<file path="src/rtl/ac3_bank.sv">
// ac3_bank: third-stage accumulator bank for the SMAC dot-product datapath.
// NACC independent signed accumulators (OW bits each). Each one has its own operand
// counter and saturation flag. Operand beats carry NACC packed lanes, and only lane
// in_sel is consumed. A beat flagged last pushes the completed sum into a one-entry
// valid/ready output slot and clears that accumulator.
//
// Ports:
//   clk, rst                 rising-edge clock, async active-high reset
//   in_valid/in_ready        operand handshake; in_ready never depends on in_valid
//   in_sel, in_data, in_last target accumulator, packed signed lanes, final-operand flag
//   clr                      sync clear of accumulators, counters, flags and err_ovf
//   sat_en                   1 = saturating add, 0 = wrap
//   out_valid/out_ready      result handshake
//   out_data/out_idx         completed sum and the accumulator that produced it
//   out_count/out_sat        operand count (capped at MNO), saturation seen
//   err_ovf                  sticky: operand accepted while its counter was at MNO
module ac3_bank #(
    parameter int M    = 16,
    parameter int Pa   = 8,
    parameter int Pw   = 4,
    parameter int MNO  = 288,
    parameter int NACC = 4,
    localparam int IW  = $clog2(M) + Pa + Pw + 1,
    localparam int OW  = IW + $clog2(MNO),
    localparam int SW  = $clog2(NACC),
    localparam int CW  = $clog2(MNO + 1)
) (
    input  logic                 clk,
    input  logic                 rst,
    input  logic                 in_valid,
    output logic                 in_ready,
    input  logic [SW-1:0]        in_sel,
    input  logic [NACC*IW-1:0]   in_data,
    input  logic                 in_last,
    input  logic                 clr,
    input  logic                 sat_en,
    output logic                 out_valid,
    input  logic                 out_ready,
    output logic [OW-1:0]        out_data,
    output logic [SW-1:0]        out_idx,
    output logic [CW-1:0]        out_count,
    output logic                 out_sat,
    output logic                 err_ovf
);

    typedef enum logic {S_EMPTY, S_FULL} slot_t;

    logic [OW-1:0] r_acc  [NACC];
    logic [CW-1:0] r_cnt  [NACC];
    logic          r_satf [NACC];
    logic          r_err;
    slot_t         r_state;

    logic [IW-1:0] w_lane;
    logic [OW-1:0] w_ext;
    logic [OW-1:0] w_acc_sel;
    logic [OW:0]   w_sum_wide;
    logic          w_wrap_ovf;
    logic          w_ovf;
    logic [OW-1:0] w_sum;
    logic          w_cnt_full;
    logic [CW-1:0] w_cnt_next;
    logic          w_take;
    logic          w_done;

    localparam logic [OW-1:0] SAT_MAX = {1'b0, {(OW-1){1'b1}}};
    localparam logic [OW-1:0] SAT_MIN = {1'b1, {(OW-1){1'b0}}};

    assign out_valid = (r_state == S_FULL);
    assign in_ready  = ~clr & (~out_valid | out_ready);
    assign w_take    = in_valid & in_ready;
    assign w_done    = w_take & in_last;
    assign err_ovf   = r_err;

    assign w_lane    = in_data[in_sel*IW +: IW];
    assign w_ext     = {{(OW-IW){w_lane[IW-1]}}, w_lane};
    assign w_acc_sel = r_acc[in_sel];

    // One guard bit: the true sign lives in bit OW, so disagreement with bit OW-1
    // flags overflow and bit OW picks the clamp direction.
    assign w_sum_wide = {w_acc_sel[OW-1], w_acc_sel} + {w_ext[OW-1], w_ext};
    assign w_wrap_ovf = w_sum_wide[OW] ^ w_sum_wide[OW-1];
    assign w_ovf      = sat_en & w_wrap_ovf;
    assign w_sum      = w_ovf ? (w_sum_wide[OW] ? SAT_MIN : SAT_MAX)
                              : w_sum_wide[OW-1:0];

    assign w_cnt_full = (r_cnt[in_sel] == CW'(MNO));
    assign w_cnt_next = w_cnt_full ? CW'(MNO) : r_cnt[in_sel] + 1'b1;

    // Accumulator, counter and flag storage
    always_ff @(posedge clk or posedge rst) begin
        if (rst) begin
            for (int unsigned k = 0; k < NACC; k++) begin
                r_acc[SW'(k)]  <= '0;
                r_cnt[SW'(k)]  <= '0;
                r_satf[SW'(k)] <= 1'b0;
            end
            r_err <= 1'b0;
        end else if (clr) begin
            for (int unsigned k = 0; k < NACC; k++) begin
                r_acc[SW'(k)]  <= '0;
                r_cnt[SW'(k)]  <= '0;
                r_satf[SW'(k)] <= 1'b0;
            end
            r_err <= 1'b0;
        end else if (w_take) begin
            if (in_last) begin
                r_acc[in_sel]  <= '0;
                r_cnt[in_sel]  <= '0;
                r_satf[in_sel] <= 1'b0;
            end else begin
                r_acc[in_sel]  <= w_sum;
                r_cnt[in_sel]  <= w_cnt_next;
                r_satf[in_sel] <= r_satf[in_sel] | w_ovf;
            end
            if (w_cnt_full)
                r_err <= 1'b1;
        end
    end

    // Output slot: a completion can only land in FULL when out_ready=1 (in_ready
    // gates it), so a completion always (re)loads and otherwise out_ready drains.
    always_ff @(posedge clk or posedge rst) begin
        if (rst) begin
            r_state   <= S_EMPTY;
            out_data  <= '0;
            out_idx   <= '0;
            out_count <= '0;
            out_sat   <= 1'b0;
        end else begin
            case (r_state)
                S_EMPTY: begin
                    if (w_done)
                        r_state <= S_FULL;
                end
                S_FULL: begin
                    if (!w_done && out_ready)
                        r_state <= S_EMPTY;
                end
                default: r_state <= S_EMPTY;
            endcase
            if (w_done) begin
                out_data  <= w_sum;
                out_idx   <= in_sel;
                out_count <= w_cnt_next;
                out_sat   <= r_satf[in_sel] | w_ovf;
            end
        end
    end

endmodule

</file>
<file path="config.mk">
export PLATFORM = sky130hd
export DESIGN_NAME = ac3_bank
export DESIGN_NICKNAME = d
export VERILOG_FILES = /design/src/rtl/ac3_bank.sv
export SDC_FILE = /design/constraint.sdc
export NUM_CORES = 1
export LEC_CHECK = 0
export ABC_AREA = 1
export CORE_ASPECT_RATIO = 0.8
export CORE_MARGIN = 3
export CORE_UTILIZATION = 30
export DETAILED_ROUTE_END_ITERATION = 8
export PLACE_DENSITY = 0.46
export SLEW_MARGIN = 20
export SYNTH_ARGS = -nofsm -noshare
export SYNTH_HDL_FRONTEND = slang
export SYNTH_SLANG_ARGS = --single-unit
</file>
<file path="constraint.sdc">
create_clock -name clk -period 6.7 [get_ports clk]
set_input_delay 1.34 -clock clk [delete_from_list [all_inputs] [get_ports clk]]
set_output_delay 1.34 -clock clk [all_outputs]
set_load 0.05 [all_outputs]
</file>
# Word level (Yosys, flattened, before mapping)
# Index checks and enable logic that the tools add are counted.
[word_totals] register_bits=184 in_bits=77 out_inout_bits=41 elab_cells=83
[op_classes] add_sub_neg=2 multipliers=1 n_lt_le_gt_ge=2 eq_ne=1 shift=1 muxes=36 n_bitwise=16 n_reduce_logical=6
[ops] cell="2-to-1 mux 104 bit" n=3
[ops] cell="2-to-1 mux 26 bit" n=5
[ops] cell="2-to-1 mux 36 bit" n=3
[ops] cell="AND 104 bit" n=1
[ops] cell="bitwise mux 104 bit" n=1
[ops] cell="inverter 104 bit" n=1
[ops] cell="indexed part select 68 x 8 -> 17 bit" n=1
[ops] cell="binary-select mux 26 bit (select 2 bit)" n=1
[ops] cell="demux 26 bit (select 2 bit)" n=1
[ops] cell="AND 36 bit" n=1
[ops] cell="bitwise mux 36 bit" n=1
[ops] cell="2-to-1 mux 9 bit" n=4
[ops] cell="inverter 36 bit" n=1
[ops] cell="adder 26 x 17 -> 27 bit" n=1
[ops] cell="binary-select mux 9 bit (select 2 bit)" n=1
[ops] cell="demux 9 bit (select 2 bit)" n=1
[ops] cell="2-to-1 mux 4 bit" n=3
[ops] cell="adder 9 x 1 -> 9 bit (second input constant)" n=1
[ops] cell="== test 9 bit (second input constant)" n=1
[ops] cell="2-to-1 mux 1 bit" n=8
[ops] cell="multiplier 2 x 5 -> 7 bit (second input constant)" n=1
[ops] cell="AND 1 bit" n=4
[ops] cell="AND 4 bit" n=1
[ops] cell="bitwise mux 4 bit" n=1
[ops] cell="other kinds (14)" n=18

# Logic depth before layout (Yosys ltp)
[logic_depth] depth_word=12 mapped_depth=25 ltp_nobuf=24

# Least setup slack after synthesis
# OpenSTA, ideal clock, no wires.
[synth_timing] path_type="input to register" from="input in_sel[0]" to="register r_acc[7] (netlist bit)" setup_time_ns=0.116 arrival_time_ns=4.210 t_required_ns=6.584 slack_ns=2.373 stages=21 path_buffers=3 cell_sequence="inv_1 -> nor2_1 -> clkbuf_1 -> buf_1 -> a22oi_1 -> nand2_1 -> ha_1 -> inv_1 -> fa_1 -> nand3b_1 -> nand3_1 -> nand2_2 -> nand3_2 -> nand2_1 -> nand2_1 -> nand3_2 -> buf_2 -> nand2_1 -> o21ai_0 -> nand2_1 -> nand2_1"
[synth_via] elab_chain_len=12 word_cells_on_any_way=22 cone_classes="add/sub: 1; mul: 1; order compare: 2; shift: 1; mux: 11; bitwise: 5; reduce/logical: 1"
[synth_lines] item="start, declared" line_no="32" rtl="input logic [SW-1:0] in_sel,"
[synth_lines] item="branches (longest 9 deep; another with adder 26 x 17 -> 27 bit)"
[synth_lines] item="2-to-1 mux 104 bit *" line_no="107" rtl="if (in_last) begin"
[synth_lines] item="2-to-1 mux 104 bit *" line_no="106" rtl="end else if (w_take) begin"
[synth_lines] item="2-to-1 mux 104 bit *" line_no="99" rtl="end else if (clr) begin"
[synth_lines] item="end signal, assigned by index" line_no="112" rtl="r_acc[in_sel] <= w_sum;"
[synth_lines] item="end, declared" line_no="48" rtl="logic [OW-1:0] r_acc [NACC];"
# Every way passes the cells marked *. The select of a mux whose other input is x is not followed.
# A chain may end at the register's enable or synchronous reset.

# Worst setup path in the final report
[layout_timing] from="input in_sel[0]" to="register r_acc[95] (netlist bit)"
# Same word-level chain as after synthesis.

==> results.json <==
{
  "path_cells": "clkdlybuf4s50_1 -> nor2_4 -> buf_4 -> a22oi_1 -> nand2_1 -> ha_1 -> nand2_1 -> inv_1 -> nand2_1 -> and2_1 -> nand2_1 -> a21oi_1 -> nand3_1 -> nand2_1 -> nand3_2 -> buf_12 -> nand2_1 -> o21ai_0 -> nand2_1 -> nand2_1",
  "required_ps": 7050,
  "cts_root_buf": "clkbuf_16",
  "synth-seq-cells": 184,
  "fin_skew_ps": 12.38,
  "critPathSlowestCell": "clkdlybuf4s50_1",
  "start_util_pct": 30.60,
  "combPwrFrac_pct": 37.9,
  "whs_ps": 481.7,
  "fin_setup_tns_ps": 0,
  "synth_area_leaders": "dfrtp_1, nand2_1, a21oi_1",
  "antennaDiodeCount": 0,
  "p_per_area_nw_per_um2": 279.6,
  "seqPwrFrac_pct": 33.8,
  "wire_per_inst_um": 19.67,
  "final_cell_mix": "nand2_1, dfrtp_1, a21oi_1, nor2_1, clkdlybuf4s50_1",
  "synthCells": 1897,
  "final_nets": 2049,
  "tritoncts": "built",
  "place_inst": 2468,
  "dp_slack_ps": 976.2,
  "cts_buffers": 17,
  "min_path_type": "reg -> reg",
  "cp-end-kind": "register",
  "post_cts_resized": 0,
  "start_kind": "input pin",
  "clkLatencyLatePin_ps": 460,
  "syn_nets": 2003,
  "layout_commonest_cell": "nand2_1",
  "p_sw_mw": 1.715,
  "timing.critical_path.buf_inv": 4,
  "setup_slack_ps": 1354,
  "post_cts_buffers": 0,
  "ir_drop_mv": 0.1749,
  "track_usage_pct": 22.22,
  "netlist.area_leader.share_pct": 36.81,
  "synth_cell_types": 42,
  "crit_fanout": 40,
  "finalNonFillerCells": 2500,
  "ys_warn_count": 0,
  "first_global_vias": 12400,
  "dr.pass1.iters": 5,
  "cts.path.max_buffers": 2,
  "detail-route-antenna-nets": 0,
  "routed_wirelength_um": 49170,
  "cp_top_family": "simple AND/OR/NAND/NOR gates",
  "final-setup-viol-count": 0,
  "slew_viol_final": 0,
  "yosysSeqAreaShare_pct": 36.81,
  "p_leak_nw": 7.179,
  "antenna_found_initial": 0,
  "synth.cell_area_um2": 12510,
  "fp.dieW_um": 234.3,
  "drt_iter0_markers": 1289,
  "io_buffers": 117,
  "dieArea_um2": 44200,
  "ctsHoldBuffers": 0,
  "drv_cap": 0,
  "p_int_mw": 2.445,
  "max_stage_delay_ps": 560,
  "row_count": 66,
  "crit_top_cell": "nand2_1",
  "grt_max_degree": 88,
  "synthToLayoutAreaGrowth_pct": 18.95,
  "drc": 0,
  "yosys.area.top_type": "dfrtp_1",
  "drive_gt1_share_pct": 5.982,
  "layout_min_cycle_time_ps": 5346,
  "grt_setup_unrepaired": "no",
  "io_pins": 118,
  "path_clk_slew_ps": 70,
  "grt_pass1_wl_um": 75850,
  "fin_crit_sh_pct": 79.79,
  "numClockSinks": 184,
  "overflow": 0,
  "finalHoldViolCount": 0,
  "outcome": "completed",
  "worstMarginPinSlew_ps": 1084,
  "htree_levels": 4,
  "clockPowerShare_pct": 28.3,
  "slew_headroom_pct": 27.66,
  "crit_type": "in -> reg",
  "gp_congestion": 0.8660,
  "place.detailed.hpwl_um": 31020,
  "core_um2": 40880,
  "num_vias": 12950,
  "avgSynthCellArea_um2": 6.594,
  "fmax_ghz": 0.1871,
  "viasPerCell": 5.181,
  "switching_share_pct": 41.23,
  "die_h_um": 188.6,
  "arrival_ps": 5690
}
==> worst register-to-register path, delay by kind of cell, from the launching register on <==
| family | cells | cell delay, ps |
|---|---|---|
| buffers and inverters | 3 | 490 |
| AO/OA/AOI/OAI | 3 | 780 |
| AND/OR/NAND/NOR | 12 | 1500 |
| flip-flops | 1 | 400 |
| adder cells (fa/ha/maj) | 1 | 300 |
==> through the flow <==
step | cell area (µm²) | utilization [%] | power, mW
after global placement | 14220 | 34.79 | 3.000
after detailed placement | 14220 | 34.79 | 3.005
final | 14880 | 36.40 | 4.160
after floorplan | 12510 | - | 2.419
after CTS | 14870 | 36.39 | 4.191
after global routing | 14880 | 36.40 | 4.404
==> synthesized netlist by cell type <==
master and number:
xor2_1 8, and3_1 1, o21bai_1 7, o211a_1 1
dfrtp_1 184, nand2_1 726, nand3_1 80, o21a_1 1
ha_1 28, nor3_1 3, o21ai_0 114, nand3_4 1
o21ai_2 2, buf_1 25, a221oi_2 3, nand3b_1 2
and2_1 4, a22oi_1 73, nor2_1 175, a21oi_1 174
clkbuf_1 78, buf_2 18, xnor2_2 1, a31oi_1 1
nand4_1 5, inv_1 72, nor2_4 1, nor2_2 3
o21ai_1 50, nand3_2 5, a21oi_2 3, a22o_1 1
a211oi_1 1, o22ai_1 6, fa_1 1, or2_2 8
nand2_2 5, buf_6 2, o221ai_1 2, a221oi_1 1
xnor2_1 12, inv_2 9
==> power by group through the flow <==
stage | Combinational (mW) | Clock (mW) | Sequential [mW]
2_1_floorplan | 0.762 | 0 | 1.66
3_3_place_gp | 1.57 | 0 | 1.43
3_5_place_dp | 1.58 | 0 | 1.43
4_1_cts | 1.58 | 1.20 | 1.41
5_1_grt | 1.73 | 1.25 | 1.43
6_report | 1.58 | 1.18 | 1.41
==> flip-flops by register name, indices dropped and copies added (netlist names) <==
| name | cells |
|---|---|
| r_acc | 104 |
| r_satf | 4 |
| out_valid | 1 |
| out_count | 9 |
| out_idx | 2 |
| r_cnt | 36 |
| out_data | 26 |
| out_sat | 1 |
| err_ovf | 1 |
==> cells by family after synthesis <==
family | share of synthesized area, %
AOI/OAI and AO/OA | 19.87
DFF | 36.81
xor gates and xnor gates | 1.531
buffers and inverters | 6.422
and+or+nand+nor | 32.41
adders and majority gates | 2.961
==> layout make-up <==
cell class / instances / area (µm²)
Inverter: 81 / 312.8
Sequential cell: 184 / 4604
Fill cell: 4342 / 26000
Tap cell: 544 / 680.7
Clock inverter: 12 / 196.4
Multi-Input combinational cell: 1509 / 7146
Clock buffer: 20 / 456.7
Timing Repair Buffer: 150 / 1481
==> per-layer routing <==
metal | global-route usage [%] | wire (µm) | part of all wire (%)
met5 | 0 | 0 | 0
met4 | 4.560 | 689 | 1.4
met3 | 3.628 | 2449 | 5.0
met2 | 34.27 | 22140 | 45
met1 | 32.73 | 23890 | 49
==> worst paths after layout <==
path	from	end	slack [ps]	depth (start not counted)
max	in_sel[0]	r_acc[95]	1350	20
min	out_data[9]	out_data[9]	480	2
max reg2reg	r_acc[79]	r_acc[95]	3120	19
min reg2reg	out_data[9]	out_data[9]	480	2
max in group asynchronous	rst	out_data[13]	4080	3
min in group asynchronous	rst	out_count[6]	1360	2
Note: power is estimated with default switching activity, not from simulation.
